$ cat config.mk
export PLATFORM = sky130hd
export DESIGN_NAME = mutex_value_client
export DESIGN_NICKNAME = d
export VERILOG_FILES = /design/src/rtl/mutex_value_client.sv
export SDC_FILE = /design/constraint.sdc
export NUM_CORES = 1
export LEC_CHECK = 0
export CAP_MARGIN = 40
export CORE_MARGIN = 2
export CORE_UTILIZATION = 50
export DETAILED_ROUTE_END_ITERATION = 10
export PLACE_DENSITY_LB_ADDON = 0.05
export SYNTH_ARGS = -nofsm -noshare
export SYNTH_HDL_FRONTEND = slang
export SYNTH_SLANG_ARGS = --single-unit
$ cat constraint.sdc
create_clock -name core_clk -period 5.3 [get_ports core_clk]
set_clock_uncertainty 0.1 [all_clocks]
set_input_delay 1.59 -clock core_clk [delete_from_list [all_inputs] [get_ports core_clk]]
set_output_delay 1.59 -clock core_clk [all_outputs]
set_load 0.05 [all_outputs]
$ cat src/rtl/mutex_value_client.sv
// Client for one write/read port pair of the shared mutex-value arbiter: keeps a shadow of the
// shared value and performs set/add/wrap-aware-max as echo-confirmed writes. Macro: MUTEX_CLIENT_TIMEOUT_EN.
module mutex_value_client #(
  parameter int WIDTH     = 32,
  parameter int MAX_RETRY = 3,
  parameter int TIMEOUT   = 255
) (
  input  logic             core_clk,
  input  logic             core_rst_n,
  input  logic             upd_valid_i,
  output logic             upd_ready_o,
  input  logic [1:0]       upd_op_i,
  input  logic [WIDTH-1:0] upd_value_i,
  output logic             done_o,
  output logic [1:0]       status_o,
  output logic [WIDTH-1:0] result_o,
  output logic [WIDTH-1:0] shadow_o,
  output logic             changed_o,
  input  logic             mv_valid_i,
  output logic             mv_ready_o,
  input  logic [WIDTH-1:0] mv_value_i,
  output logic             mv_valid_o,
  input  logic             mv_ready_i,
  output logic [WIDTH-1:0] mv_value_o
);
  localparam int RW = (MAX_RETRY < 1) ? 1 : $clog2(MAX_RETRY + 1);
  localparam logic [1:0] OP_ADD  = 2'b01;
  localparam logic [1:0] OP_MAX  = 2'b10;
  localparam logic [1:0] ST_OK   = 2'b00;
  localparam logic [1:0] ST_NOOP = 2'b01;
  localparam logic [1:0] ST_LOST = 2'b10;

  typedef enum logic [2:0] {
    S_IDLE = 3'd0,
    S_CALC = 3'd1,
    S_SEND = 3'd2,
    S_ECHO = 3'd3,
    S_DONE = 3'd4
  } state_t;

  // a is strictly ahead of b in modulo-2^WIDTH sequence space
  function automatic logic newer(input logic [WIDTH-1:0] a, input logic [WIDTH-1:0] b);
    logic [WIDTH-1:0] d;
    d = a - b;
    return (d != {WIDTH{1'b0}}) && !d[WIDTH-1];
  endfunction

  state_t           state_r, state_s;
  logic [1:0]       op_r, op_s;
  logic [WIDTH-1:0] opnd_r, opnd_s;
  logic [WIDTH-1:0] n_r, n_s;
  logic [RW-1:0]    retry_r, retry_s;
  logic [1:0]       status_r, status_s;
  logic [WIDTH-1:0] result_r, result_s;
  logic [WIDTH-1:0] shadow_r;
  logic             changed_r, done_r, upd_ready_r, mv_ready_r, mv_valid_r;
  logic             bcast_s;

`ifdef MUTEX_CLIENT_TIMEOUT_EN
  localparam int TW = (TIMEOUT < 2) ? 1 : $clog2(TIMEOUT);
  localparam logic [1:0] ST_TMO = 2'b11;
  logic [TW-1:0] cnt_r, cnt_s;
`endif

  assign bcast_s = mv_valid_i && mv_ready_r;

  // Next-state and transaction datapath
  always_comb begin
    state_s  = state_r;
    op_s     = op_r;
    opnd_s   = opnd_r;
    n_s      = n_r;
    retry_s  = retry_r;
    status_s = status_r;
    result_s = result_r;
`ifdef MUTEX_CLIENT_TIMEOUT_EN
    cnt_s    = cnt_r;
`endif
    case (state_r)
      S_IDLE: begin
        if (upd_valid_i && upd_ready_r) begin
          op_s    = upd_op_i;
          opnd_s  = upd_value_i;
          retry_s = {RW{1'b0}};
          state_s = S_CALC;
        end else begin
          state_s = S_IDLE;
        end
      end
      S_CALC: begin
        // a broadcast landing now makes the shadow stale, so recompute next cycle
        if (bcast_s) begin
          state_s = S_CALC;
        end else begin
          state_s = S_SEND;
          case (op_r)
            OP_ADD: n_s = shadow_r + opnd_r;
            OP_MAX: begin
              if (newer(opnd_r, shadow_r)) begin
                n_s = opnd_r;
              end else begin
                status_s = ST_NOOP;
                result_s = shadow_r;
                state_s  = S_DONE;
              end
            end
            default: n_s = opnd_r;
          endcase
        end
      end
      S_SEND: begin
        if (mv_ready_i) begin
          state_s = S_ECHO;
`ifdef MUTEX_CLIENT_TIMEOUT_EN
          cnt_s   = {TW{1'b0}};
`endif
        end else begin
          state_s = S_SEND;
        end
      end
      S_ECHO: begin
        if (bcast_s) begin
          result_s = n_r;
          if (mv_value_i == n_r) begin
            status_s = ST_OK;
            state_s  = S_DONE;
          end else if ((op_r == OP_MAX) && newer(n_r, mv_value_i) && (retry_r < RW'(MAX_RETRY))) begin
            retry_s = retry_r + {{(RW-1){1'b0}}, 1'b1};
            state_s = S_CALC;
          end else begin
            status_s = ST_LOST;
            state_s  = S_DONE;
          end
`ifdef MUTEX_CLIENT_TIMEOUT_EN
        end else if (cnt_r == TW'(TIMEOUT - 1)) begin
          status_s = ST_TMO;
          result_s = n_r;
          state_s  = S_DONE;
        end else begin
          cnt_s   = cnt_r + {{(TW-1){1'b0}}, 1'b1};
          state_s = S_ECHO;
`else
        end else begin
          state_s = S_ECHO;
`endif
        end
      end
      S_DONE:  state_s = S_IDLE;
      default: state_s = S_IDLE;
    endcase
  end

  // State, shadow and registered outputs
  always_ff @(posedge core_clk or negedge core_rst_n) begin
    if (!core_rst_n) begin
      state_r     <= S_IDLE;
      op_r        <= 2'b00;
      opnd_r      <= {WIDTH{1'b0}};
      n_r         <= {WIDTH{1'b0}};
      retry_r     <= {RW{1'b0}};
      status_r    <= 2'b00;
      result_r    <= {WIDTH{1'b0}};
      shadow_r    <= {WIDTH{1'b0}};
      changed_r   <= 1'b0;
      done_r      <= 1'b0;
      upd_ready_r <= 1'b0;
      mv_ready_r  <= 1'b0;
      mv_valid_r  <= 1'b0;
`ifdef MUTEX_CLIENT_TIMEOUT_EN
      cnt_r       <= {TW{1'b0}};
`endif
    end else begin
      state_r     <= state_s;
      op_r        <= op_s;
      opnd_r      <= opnd_s;
      n_r         <= n_s;
      retry_r     <= retry_s;
      status_r    <= status_s;
      result_r    <= result_s;
      shadow_r    <= bcast_s ? mv_value_i : shadow_r;
      changed_r   <= bcast_s;
      done_r      <= (state_s == S_DONE);
      upd_ready_r <= (state_s == S_IDLE);
      mv_ready_r  <= 1'b1;
      mv_valid_r  <= (state_s == S_SEND);
`ifdef MUTEX_CLIENT_TIMEOUT_EN
      cnt_r       <= cnt_s;
`endif
    end
  end

  assign upd_ready_o = upd_ready_r;
  assign done_o      = done_r;
  assign status_o    = status_r;
  assign result_o    = result_r;
  assign shadow_o    = shadow_r;
  assign changed_o   = changed_r;
  assign mv_ready_o  = mv_ready_r;
  assign mv_valid_o  = mv_valid_r;
  assign mv_value_o  = n_r;
endmodule

==> results of run 1 <==
-- flip-flops by register name, indices dropped and copies added, names as in the netlist, 2 cells and up --
name	cells
op_r	2
shadow_o	32
retry_r	2
result_o	32
state_r	3
status_o	2
opnd_r	32
mv_value_o	32
-- cell usage in the layout (no fill, tap or decap), types with 6 or more instances in the layout --
cell type	n
clkdlybuf4s50_1	172
nand2_1	152
dfrtp_1	141
o21ai_0	136
inv_1	106
ha_1	94
a21oi_1	83
nor2_1	81
buf_4	76
mux2_2	69
xnor2_1	43
mux2_4	29
a21o_1	26
nand4_1	21
nor3_1	20
o21bai_1	19
nand2b_1	17
xor2_1	17
nand3_1	17
clkbuf_16	17
nor4_1	15
nor2b_1	13
a211oi_1	13
a31oi_1	12
o21a_1	11
o211ai_1	9
mux2i_1	9
or3_1	7
a211o_1	7
and3_1	7
inv_6	7
o22ai_1	6
o31ai_1	6
o2111ai_1	6
-- layer usage --
metal,vias to the layer above,wire length (um),share of wire
li1,5251,-,-
met1,5322,18000,0.48
met2,306,17500,0.46
met3,40,1770,0.047
met4,0,631,0.017
met5,-,0,0
-- stage by stage --
stage	instances	util
after floorplan	1364	-
after global placement	1859	0.607
after detailed placement	1860	0.609
after CTS	1892	0.634
after global routing	1892	0.634
final	1892	0.634
-- logic make-up (layout without fill, tap and decap cells) --
group / count (synthesis) / in the layout / share of synthesized area
compound gates: 399 / 399 / 0.220
xor+xnor: 60 / 60 / 0.0448
fa+ha+maj: 96 / 96 / 0.104
buf+inv: 181 / 390 / 0.0640
flops: 142 / 142 / 0.303
mux: 108 / 108 / 0.112
other cells: 1 / 1 / 0.000320
simple gates: 377 / 377 / 0.152
-- final timing paths --
kind,endpoint,slack [ns],depth (start not counted)
min,retry_r[0],0.40,1
max,result_o[14],0.31,15
min in group asynchronous,changed_o,0.91,1
max reg2reg,result_o[14],0.31,15
min reg2reg,retry_r[0],0.40,1
max in group asynchronous,result_o[22],3.55,2
-- cell type report --
cell class | count | area (sq um)
fillers | 2065 | 8520
multi-input cells | 1041 | 7430
flip-flops and latches | 142 | 3550
repair buffers | 252 | 2370
clock buffers | 18 | 439
well taps | 319 | 399
inverters | 106 | 398
clock inverters | 14 | 145
-- power by group through the flow --
stage / Combinational [mW] / Sequential (mW) / Clock, mW
floorplan: 3.75 / 2.59 / 0
global placement: 6.30 / 1.93 / 0
detailed placement: 6.34 / 1.94 / 0
CTS: 6.38 / 1.92 / 1.27
global route: 6.96 / 1.99 / 1.32
finish: 6.42 / 1.93 / 1.25
==> summary.md, run 1 <==
The run finished with clean final reports. Number of flip-flops and latches in the synthesized netlist: 142. Counting distinct cell types in the post-synthesis netlist gives 84. The run gives 10.5k as the number of global-route vias before repair. Summed over all layers, the global routing overflow is 0. The detail route stage leaves a number of antenna-violating nets equal to 0. Tracing the worst setup path back leads to its startpoint at shadow_o[7]. Summed over all layers, the routed wires come to 37900 um. The fraction of final layout cells sized beyond drive strength 1 works out to 0.147. The tools report the met1 usage in global routing as 0.443. After clock tree synthesis, the clock-pin slew on the worst setup and hold paths is 0.08 ns. The share of flip-flops with an asynchronous set or reset after synthesis came out at 1.00. The cell seen most often among critical-path stages was nor2_1. Summed over all cells, the static leakage comes to 6.65 nW. On the worst path, the slowest cell contributes a delay of 0.58 ns. The met3 global-route usage is 0.0405, and the number of ports placed on the die boundary is 174. The combinational power share was 0.669. The logs give 0.44 ns for the insertion delay to the later sink of the worst-skew pair and 29800 um for the estimated wirelength of the detail-placed design. The effective utilization at floorplan is 0.504, and the portion of the post-synthesis area used by sequential elements is 0.303. The worst setup margin came out at 0.309 ns. Share of the synthesized area in the top cell type: 0.303. The beginning of the worst register-to-register path was shadow_o[7]. Internal power comes to 4.75 mW. Counting along the longest clock path gives a buffer depth of 2. The post-CTS resize count was 0; the total number of yosys warnings was 0.

The tools report the global-route usage over all layers as 0.311. The largest individual stage delay along the critical path comes from the cell a2111oi_4. The most used flip-flop cell after synthesis is dfrtp_1.

The cell with the most instances after synthesis is nand2_1. The number of clock buffers added by TritonCTS is 17. The worst setup path is launched from a flop. The tools report the total design power as 9.61 mW.

The cell area after layout is 14700 sq um, and the largest net degree at the start of global routing is 68. Each instance of the synthesized netlist takes up on average 8.59 sq um. Final critical-path required period: 4.99 ns. The tree is rooted in a clkbuf_16. After synthesis the cells add up to 11700 sq um.

The headroom to the max-slew limit was 0.505. Buffers inserted to repair hold after CTS numbered 0. Dividing the detail-routed wire length by the instance count gives 20.0 um. The die outline width was 157 um; the height of the die was 157 um. By area the synthesized netlist is led by dfrtp_1 (30%), ha_1 (10%), mux2_2 (6.6%), o21ai_0 (5.8%), nand2_1 (4.9%).

The count of routing violations after the opening detailed-route iteration was 761. The number of nets in the synthesized netlist is 1531. Summing all placed instances gives a cell area of 14200 sq um. Counting every sink on the clock net gives 142.

The critical path endpoint category is a flop. Along the worst path, the maximum fanout reaches 13. For the pin with the worst max-slew slack, the measured transition is 0.733 ns.

Critical path required time: 5.53 ns. In this run the power spent charging and discharging nets is 4.86 mW. The number of maximum-capacitance constraint violations is 0, and the maximum level of the CTS H-tree is 4. The initial antenna violation count is 0, and the number of flops mapped to enable cells by yosys is 0. Type of the tightest min-delay check: reg2reg.

On the critical path the largest part of the delay comes from simple AND/OR/NAND/NOR gates. The setup fix buffers added after clock tree synthesis came out at 0. Setup total negative slack on the finished layout was measured at 0 ns. The part of the total power dissipated in sequential elements is 0.201.

Most heavily used metal layer in global routing: met2. The area added between synthesis and finish is 25.8%, and the weighted congestion at the end of routability-driven global placement is 0.902. The post-place setup slack is -0.167 ns. In the synthesized netlist, the cells that appear most often are nand2_1 (152), dfrtp_1 (142), o21ai_0 (136). The run gives 0.503 as the global-route met2 utilization. The run gives 0 as the max-slew violation count. Summed over all instances, the cell type with the most area after synthesis is dfrtp_1. Counting both buffers and inverters, the worst setup path holds a total of 2.

For this run, design rule violations remaining after detail routing come to 0. The mean number of vias per cell was 5.77; the switching power share of the total was 0.506. Setup violations remaining at the end of the flow were counted as 0. Number of rows in the core area: 56. The category of the most critical setup path was reg2reg.

The worst hold margin is 0.396 ns. TritonCTS built the clock tree. The logs give 59000 um for the first-pass GRT wire length and 10.9k for the count of vias placed by the detailed router. The die area is 24700 sq um.

In the final design database the tool counted 1727 nets. The count of mapped cells out of synthesis is 1364. The part of the power in the clock network is 0.130, and the detailed-routing iteration count for the pre-antenna-repair pass is 5.

The final-report hold violation count is 0, and the ratio of final minimum period to clock period is 0.942. Buffers placed on the I/O ports in this run total 173. The antenna diode count came out at 0. Power spread over the standard cell area amounts to 652 nW/um^2.

Signal arrival time at the worst endpoint: 5.22 ns. Timing would allow up to 0.200 GHz. Setup repair after global routing left no endpoint under its margin. Core box area: 23300 sq um. VDD sags by at most 299 uV.

Walking the worst path, the cells encountered are inv_1 -> ha_1 -> a21oi_1 -> o22ai_1 -> nor2_1 -> a2111oi_4 -> nor2_1 -> xnor2_1 -> nor4_1 -> nand4b_1 -> nor4b_4 -> o21ai_2 -> a21oi_4 -> buf_4 -> mux2_4. The worst hold path begins at retry_r[0].
No activity file was read; power rests on OpenSTA's default activity.
==> run 2, diff against run 1 <==
--- a/config.mk
+++ b/config.mk
@@ -10,6 +10,7 @@
 export CORE_UTILIZATION = 50
 export DETAILED_ROUTE_END_ITERATION = 10
 export PLACE_DENSITY_LB_ADDON = 0.05
+export SKIP_CTS_REPAIR_TIMING = 1
 export SYNTH_ARGS = -nofsm -noshare
 export SYNTH_HDL_FRONTEND = slang
 export SYNTH_SLANG_ARGS = --single-unit
==> constraint.sdc (replaced) <==
create_clock -name core_clk -period 4.3 [get_ports core_clk]
set_clock_uncertainty 0.1 [all_clocks]
set_input_delay 1.29 -clock core_clk [delete_from_list [all_inputs] [get_ports core_clk]]
set_output_delay 1.29 -clock core_clk [all_outputs]
set_load 0.05 [all_outputs]
==> run 2 against run 1 <==
The flow now finishes with violations (negative setup slack). Non-clock buffer count up 181. Core utilization rose by 9.8 points. Via count increased by 7.7%. Clock power increased by 26%. Sequential cell count stayed put. Worst setup slack worse by 0.52 ns. Final area increased by 16%. Worst hold slack improved by 0.0057 ns. Final cell count increased by 9.5%. Critical path depth grew 4.
==> summary.md, run 2 (synthesis gave the netlist of run 1 again) <==
The type of the tightest min-delay check is reg2reg (unchanged). The detail-routed net length per standard cell works out to 20.0 um (about the same). The run gives 11.8k (was 10.9k) as the count of vias placed by the detailed router. The number of nets with antenna violations after routing is 0 (unchanged), and the mean number of vias per cell is 5.68 (was 5.77). Commonest cells after routing, fill and taps aside: buf_4 (243), nand2_1 (150), clkdlybuf4s50_1 (143), dfrtp_1 (139), o21ai_0 (123) (was clkdlybuf4s50_1 (172), nand2_1 (152), dfrtp_1 (141), o21ai_0 (136), inv_1 (106)).

CP cell instances: ha_4 -> fa_2 -> nor2b_4 -> o31a_1 -> o21ai_4 -> a2111oi_4 -> buf_4 -> buf_6 -> a211oi_4 -> xnor2_2 -> a2111oi_2 -> nand4b_1 -> nor4b_4 -> buf_4 -> o21ai_4 -> a21oi_4 -> buf_12 -> clkbuf_16 -> mux2_4 (was inv_1 -> ha_1 -> a21oi_1 -> o22ai_1 -> nor2_1 -> a2111oi_4 -> nor2_1 -> xnor2_1 -> nor4_1 -> nand4b_1 -> nor4b_4 -> o21ai_2 -> a21oi_4 -> buf_4 -> mux2_4). The total length of routed wires came out at 41500 um (was 37900 um). The largest net degree at the start of global routing was 67 (was 68). The tools report the critical hold path startpoint as retry_r[0] (unchanged). The highest cell delay on the worst timing path was 0.45 ns (was 0.58 ns). The maximum operating frequency is 0.222 GHz (was 0.200 GHz), and the die area is 24700 sq um (unchanged). The post-place setup slack is -0.786 ns (was -0.167 ns), and the final-report hold violation count is 0 (unchanged). The logs give 7.88 nW (was 6.65 nW) for the leakage power and -0.206 ns (was 0.309 ns) for the worst setup margin. The die outline width came out at 157 um (unchanged). The most common library cell in the layout ignoring fill and taps was buf_4 (was clkdlybuf4s50_1).

Clock-pin slew reported for the worst setup and hold paths after clock tree synthesis: 0.07 ns (was 0.08 ns). The flow ran to the end, but the final reports show violations. The slack of the worst reg-to-reg path was -0.21 ns (was 0.31 ns); the headroom to the max-slew limit was 0.403 (was 0.505). The core box area is 23300 sq um (unchanged), and the number of global-route vias before repair is 11.4k (was 10.5k).

Cell count after placement: 2017 (was 1860). Area added between synthesis and finish: 45.3% (was 25.8%). The category of the most critical setup path was reg2reg (unchanged). The count of routing violations after the opening detailed-route iteration was 891 (was 761); the power per cell area was 796 nW/um^2 (was 652 nW/um^2).

TritonCTS built the clock tree. The logs give 2 (unchanged) for the maximum clock path buffer count and 17 (unchanged) for the number of buffers created by CTS. For the effective utilization at floorplan, the log shows 0.504 (unchanged).

The estimated wirelength of the detail-placed design was 30900 um (was 29800 um). Setup repair after global routing could not meet its margin everywhere. Critical path endpoint category: a flop (unchanged). Cell at the root of the clock tree: clkbuf_16 (unchanged). The final critical-path required period came out at 4.51 ns (was 4.99 ns). The slew of the pin with the lowest slew margin was 0.886 ns (was 0.733 ns); the max-slew violation count was 0 (unchanged). The signal arrival time at the worst endpoint was 4.72 ns (was 5.22 ns). The worst IR drop on VDD came out at 410 uV (was 299 uV). The number of ports placed on the die boundary was 174 (unchanged); the maximum fanout along the worst path was 10 (was 13). The first-pass GRT wire length is 61600 um (was 59000 um). The endpoint of the worst hold path is retry_r[0] (unchanged). The final-layout fill cell count was 1831 (was 2065); the detailed-routing iteration count for the pre-antenna-repair pass was 5 (unchanged). The insertion delay to the later sink of the worst-skew pair came out at 0.44 ns (about the same).

Height of the die: 157 um (unchanged). The beginning of the worst register-to-register path is shadow_o[0] (was shadow_o[7]). The run gives 0.732 (was 0.634) as the utilization after layout. The capture point of the worst reg-to-reg path is result_o[30] (was result_o[14]). The maximum level of the CTS H-tree was 4 (unchanged). The logs give 64 (was 0) for the number of setup violations in the final report and 0.324 (was 0.311) for the global-route usage over all layers.

The antenna diode count came out at 0 (unchanged). The run gives 0.402 ns (was 0.396 ns) as the worst hold margin. For the number of maximum-capacitance constraint violations, the log shows 0 (unchanged). The ratio of final minimum period to clock period is 1.05 (was 0.942). The number of sinks on the clock net came out at 142 (unchanged). The weighted congestion at the end of routability-driven global placement came out at 0.957 (was 0.902). The critical-path cell with the highest stage delay was dfrtp_2 (was a2111oi_4). The final net count was 1908 (was 1727). The initial antenna violation count was 0 (unchanged). The total of buffers placed on input and output ports came out at 173 (unchanged).

The cell depth of the worst hold path works out to 1 (unchanged). For the number of rows in the core area, the log shows 56 (unchanged). The tools report the overall overflow remaining after global route as 0 (unchanged). The kind of start point of the critical path is a flop (unchanged).

The fraction of final layout cells sized beyond drive strength 1 is 0.298 (was 0.147). The worst reg2reg path depth came out at 19 (was 15). The critical path required time came out at 4.51 ns (was 5.53 ns). The post-detailed-route DRC marker count was 0 (unchanged).

The checks that failed: negative setup slack. The final cell count without fillers came out at 2072 (was 1892).
[run 2: per-layer routing]
metal / GRT usage / vias to the layer above / share of wire
met5: 0 / - / 0
met2: 0.527 / 411 / 0.47
li1: - / 5619 / -
met4: 0.0896 / 0 / 0.021
met1: 0.445 / 5670 / 0.45
met3: 0.0551 / 61 / 0.062
[run 2: worst max-delay path by stage]
stage	cells past startpoint	endpoint	start
2_1_floorplan	14	retry_r[1]	mv_value_i[1]
3_3_place_gp	15	retry_r[1]	mv_value_i[1]
3_5_place_dp	17	retry_r[1]	mv_value_i[1]
4_1_cts	17	retry_r[1]	mv_value_i[1]
5_1_grt	19	result_o[30]	shadow_o[0]
6_report	19	result_o[30]	shadow_o[0]
[run 2: power by group]
part / switching [mW] / total [mW] / internal (mW)
clock: 0.685 / 1.57 / 0.880
sequential: 0.563 / 2.37 / 1.81
combinational: 5.30 / 9.63 / 4.33
[run 2: layout make-up]
class / count / area, sq um / area share
Multi-Input combinational cell: 1041 / 8150 / 0.479
Timing Repair Buffer: 433 / 3930 / 0.231
Sequential cell: 142 / 3560 / 0.209
Clock buffer: 18 / 439 / 0.0258
Tap cell: 319 / 399 / 0.0234
Inverter: 106 / 398 / 0.0234
Clock inverter: 13 / 153 / 0.00896
[run 2: through the flow]
stage,power (mW),cell area (sq um),setup TNS [ns]
after global routing,14.4,17000,-19.14
after global placement,11.0,15400,-16.11
final,13.6,17000,-10.52
after CTS,12.7,16000,-18.45
after floorplan,7.81,11700,-0.0169
after detailed placement,11.1,15400,-19.75
[run 2: worst max-delay path: cells and delay by family (launching register included)]
kind | cells | cell delay (ns)
mux | 1 | 0.31
fa+ha+maj | 2 | 0.56
buf+inv | 5 | 0.86
xor+xnor | 1 | 0.17
simple gates | 3 | 0.61
compound gates | 7 | 1.30
flops | 1 | 0.45
==> run 3, diff against run 2 <==
--- a/config.mk
+++ b/config.mk
@@ -11,6 +11,7 @@
 export DETAILED_ROUTE_END_ITERATION = 10
 export PLACE_DENSITY_LB_ADDON = 0.05
 export SKIP_CTS_REPAIR_TIMING = 1
+export SKIP_LAST_GASP = 1
 export SYNTH_ARGS = -nofsm -noshare
 export SYNTH_HDL_FRONTEND = slang
 export SYNTH_SLANG_ARGS = --single-unit
==> run 3 against run 2 <==
The run still ends with negative setup slack left. Final area down 0.11%. Global-route usage unchanged. Critical path depth unchanged. Sequential share of layout area about the same. Non-clock buffer count unchanged. Worst hold slack worse by 0.0026 ns. Clock power about the same. Final cell count unchanged. Core utilization down 0.081 points. Combinational power about the same. Worst setup slack better by 0.0056 ns. Critical endpoint unchanged. Largest cell class unchanged.
==> summary.md, run 3 (synthesis gave the netlist of run 1 again) <==
The detail-routed net length per standard cell is 20.0 um (about the same). The combinational power share was 0.710 (about the same); the headroom to the max-slew limit was 0.417 (was 0.403). The run gives 174 (unchanged) as the number of ports placed on the die boundary. The weighted congestion at the end of routability-driven global placement is 0.957 (unchanged). The tools report the worst hold margin as 0.399 ns (was 0.402 ns).

The die outline width was 157 um (unchanged). The count of routing violations after the opening detailed-route iteration is 868 (was 891). The area added between synthesis and finish was 45.1% (was 45.3%); the signal arrival time at the worst endpoint was 4.71 ns (was 4.72 ns). The tools report the startpoint of the worst setup timing path as shadow_o[0] (unchanged). The clock-pin slew reported for the worst setup and hold paths after clock tree synthesis works out to 0.07 ns (about the same).

Estimated wirelength of the detail-placed design: 30900 um (unchanged). The fraction of final layout cells sized beyond drive strength 1 came out at 0.297 (was 0.298). The number of rows in the core area was 56 (unchanged). The tools report the capturing element of the worst setup path as result_o[30] (unchanged). The tools report the beginning of the worst register-to-register path as shadow_o[0] (unchanged). For the number of global-route vias before repair, the log shows 11.4k (unchanged). The maximum clock path buffer count was 2 (unchanged); the switching power was 6.55 mW (about the same).

The critical path required time was 4.51 ns (about the same). The maximum level of the CTS H-tree came out at 4 (unchanged). The leakage power is 7.87 nW (was 7.88 nW), and the effective utilization at floorplan is 0.504 (unchanged). The most common library cell in the layout ignoring fill and taps was buf_4 (unchanged). The maximum operating frequency was 0.222 GHz (about the same); the number of sinks on the clock net was 142 (unchanged). Die area: 24700 sq um (unchanged). The cell count after placement is 2017 (unchanged), and the number of buffers created by CTS is 17 (unchanged).

The logs give 0 (unchanged) for the final-report hold violation count and 0.324 (unchanged) for the global-route usage over all layers. For the largest net degree at the start of global routing, the log shows 67 (unchanged). The part of the total power dissipated in sequential elements was 0.175 (about the same); the power per cell area was 797 nW/um^2 (was 796 nW/um^2). Violations in the final reports: negative setup slack (unchanged). The slew of the pin with the lowest slew margin works out to 0.865 ns (was 0.886 ns). The first-pass GRT wire length is 61600 um (unchanged), and the final critical-path required period is 4.50 ns (was 4.51 ns). The run gives 0 (unchanged) as the post-detailed-route DRC marker count. The overall overflow remaining after global route is 0 (unchanged).

The final cell count without fillers is 2072 (unchanged). Type of the tightest min-delay check: reg2reg (unchanged). The run gives 0 (unchanged) as the number of maximum-capacitance constraint violations.

The flow ran to the end, but the final reports show violations. Kind of start point of the critical path: a flop (unchanged). Final net count: 1908 (unchanged). TritonCTS built the clock tree.

Part of the power in the clock network: 0.115 (about the same). The tools report the capture point of the worst reg-to-reg path as result_o[30] (unchanged). The tools report the critical path endpoint category as a flop (unchanged).

The logs give 41500 um (about the same) for the total length of routed wires and 3560 sq um (unchanged) for the area taken by flip-flops and latches. For the insertion delay to the later sink of the worst-skew pair, the log shows 0.44 ns (about the same). The worst setup margin was -0.200 ns (was -0.206 ns). Cell at the root of the clock tree: clkbuf_16 (unchanged). The category of the most critical setup path was reg2reg (unchanged).

For the detailed-routing iteration count for the pre-antenna-repair pass, the log shows 5 (unchanged). The mean number of vias per cell is 5.67 (was 5.68). Worst IR drop on VDD: 410 uV (about the same). The run gives 8140 sq um (was 8150 sq um) as the multi-input combinational cell area. The number of nets with antenna violations after routing was 0 (unchanged); the core box area was 23300 sq um (unchanged).

Setup repair after global routing could not meet its margin everywhere. The switching power share of the total was 0.483 (about the same). For the count of vias placed by the detailed router, the log shows 11.7k (was 11.8k). The internal portion of total power is 7.00 mW (was 7.02 mW), and the antenna diode count is 0 (unchanged).

The ratio of final minimum period to clock period was 1.05 (about the same). The total of buffers placed on input and output ports works out to 173 (unchanged). The worst reg2reg path depth was 19 (unchanged); the final-layout fill cell count was 1834 (was 1831). For the slack of the worst reg-to-reg path, the log shows -0.20 ns (was -0.21 ns).

Critical hold path startpoint: retry_r[0] (unchanged). The height of the die is 157 um (unchanged), and the max-slew violation count is 0 (unchanged). The number of setup violations in the final report is 62 (was 64), and the initial antenna violation count is 0 (unchanged).

Commonest cells after routing, fill and taps aside: buf_4 (243), nand2_1 (150), clkdlybuf4s50_1 (143), dfrtp_1 (139), o21ai_0 (123) (unchanged). The maximum fanout along the worst path works out to 10 (unchanged).
-- run 3: cell types whose count changed in the layout (fill, tap and decap cells not counted) --
cell,previous run,this run
mux2_4,33,30
a41oi_2,2,1
mux2_2,66,69
a41oi_1,2,3
-- run 3: final cells by class --
cell class                 instances  area share
clock buffer                      18      0.0258
clock inverter                    13     0.00897
inverter                         106      0.0234
multi-input combinational       1041       0.478
sequential                       142       0.209
tap                              319      0.0235
timing repair buffer             433       0.231
-- run 3: worst min-delay path by stage --
stage	slack (ns)	cells past startpoint	to
floorplan	0.35	1	retry_r[0]
global placement	0.37	1	retry_r[0]
detailed placement	0.39	1	retry_r[0]
CTS	0.41	1	retry_r[0]
global route	0.41	1	retry_r[0]
finish	0.40	1	retry_r[0]
-- run 3: layer usage --
layer  routed length (um)  global-route usage
met1                18900               0.445
met2                19300               0.527
met3                 2440              0.0551
met4                  830              0.0896
met5                    0                   0
-- run 3: metrics by stage --
| step | worst slack (ns) | setup TNS [ns] | power [mW] | utilization | area [sq um] |
|---|---|---|---|---|---|
| final | -0.200 | -10.22 | 13.5 | 0.731 | 17000 |
| after global routing | -0.366 | -18.88 | 14.4 | 0.731 | 17000 |
| after CTS | -0.359 | -18.45 | 12.7 | 0.687 | 16000 |
| after detailed placement | -0.786 | -19.75 | 11.1 | 0.661 | 15400 |
| after global placement | -0.790 | -16.11 | 11.0 | 0.660 | 15400 |
| after floorplan | -0.0169 | -0.0169 | 7.81 | - | 11700 |
-- run 3: power by group through the flow --
| stage | clock network [mW] | registers (mW) | logic, mW |
|---|---|---|---|
| 2_1_floorplan | 0 | 3.19 | 4.63 |
| 3_3_place_gp | 0 | 2.32 | 8.66 |
| 4_1_cts | 1.58 | 2.31 | 8.79 |
| 5_1_grt | 1.63 | 2.42 | 10.3 |
| 3_5_place_dp | 0 | 2.33 | 8.73 |
| 6_report | 1.56 | 2.37 | 9.62 |
-- run 3: worst max-delay path, cell delays in order, from the launching register on --
cell,delay (ns)
dfrtp_2,0.45
ha_4,0.18
fa_2,0.39
nor2b_4,0.14
o31a_1,0.22
o21ai_4,0.09
a2111oi_4,0.34
buf_4,0.20
buf_6,0.11
a211oi_4,0.06
xnor2_2,0.17
a2111oi_2,0.32
nand4b_1,0.22
nor4b_4,0.25
buf_4,0.19
o21ai_4,0.07
a21oi_4,0.19
buf_12,0.16
clkbuf_16,0.20
mux2_4,0.31
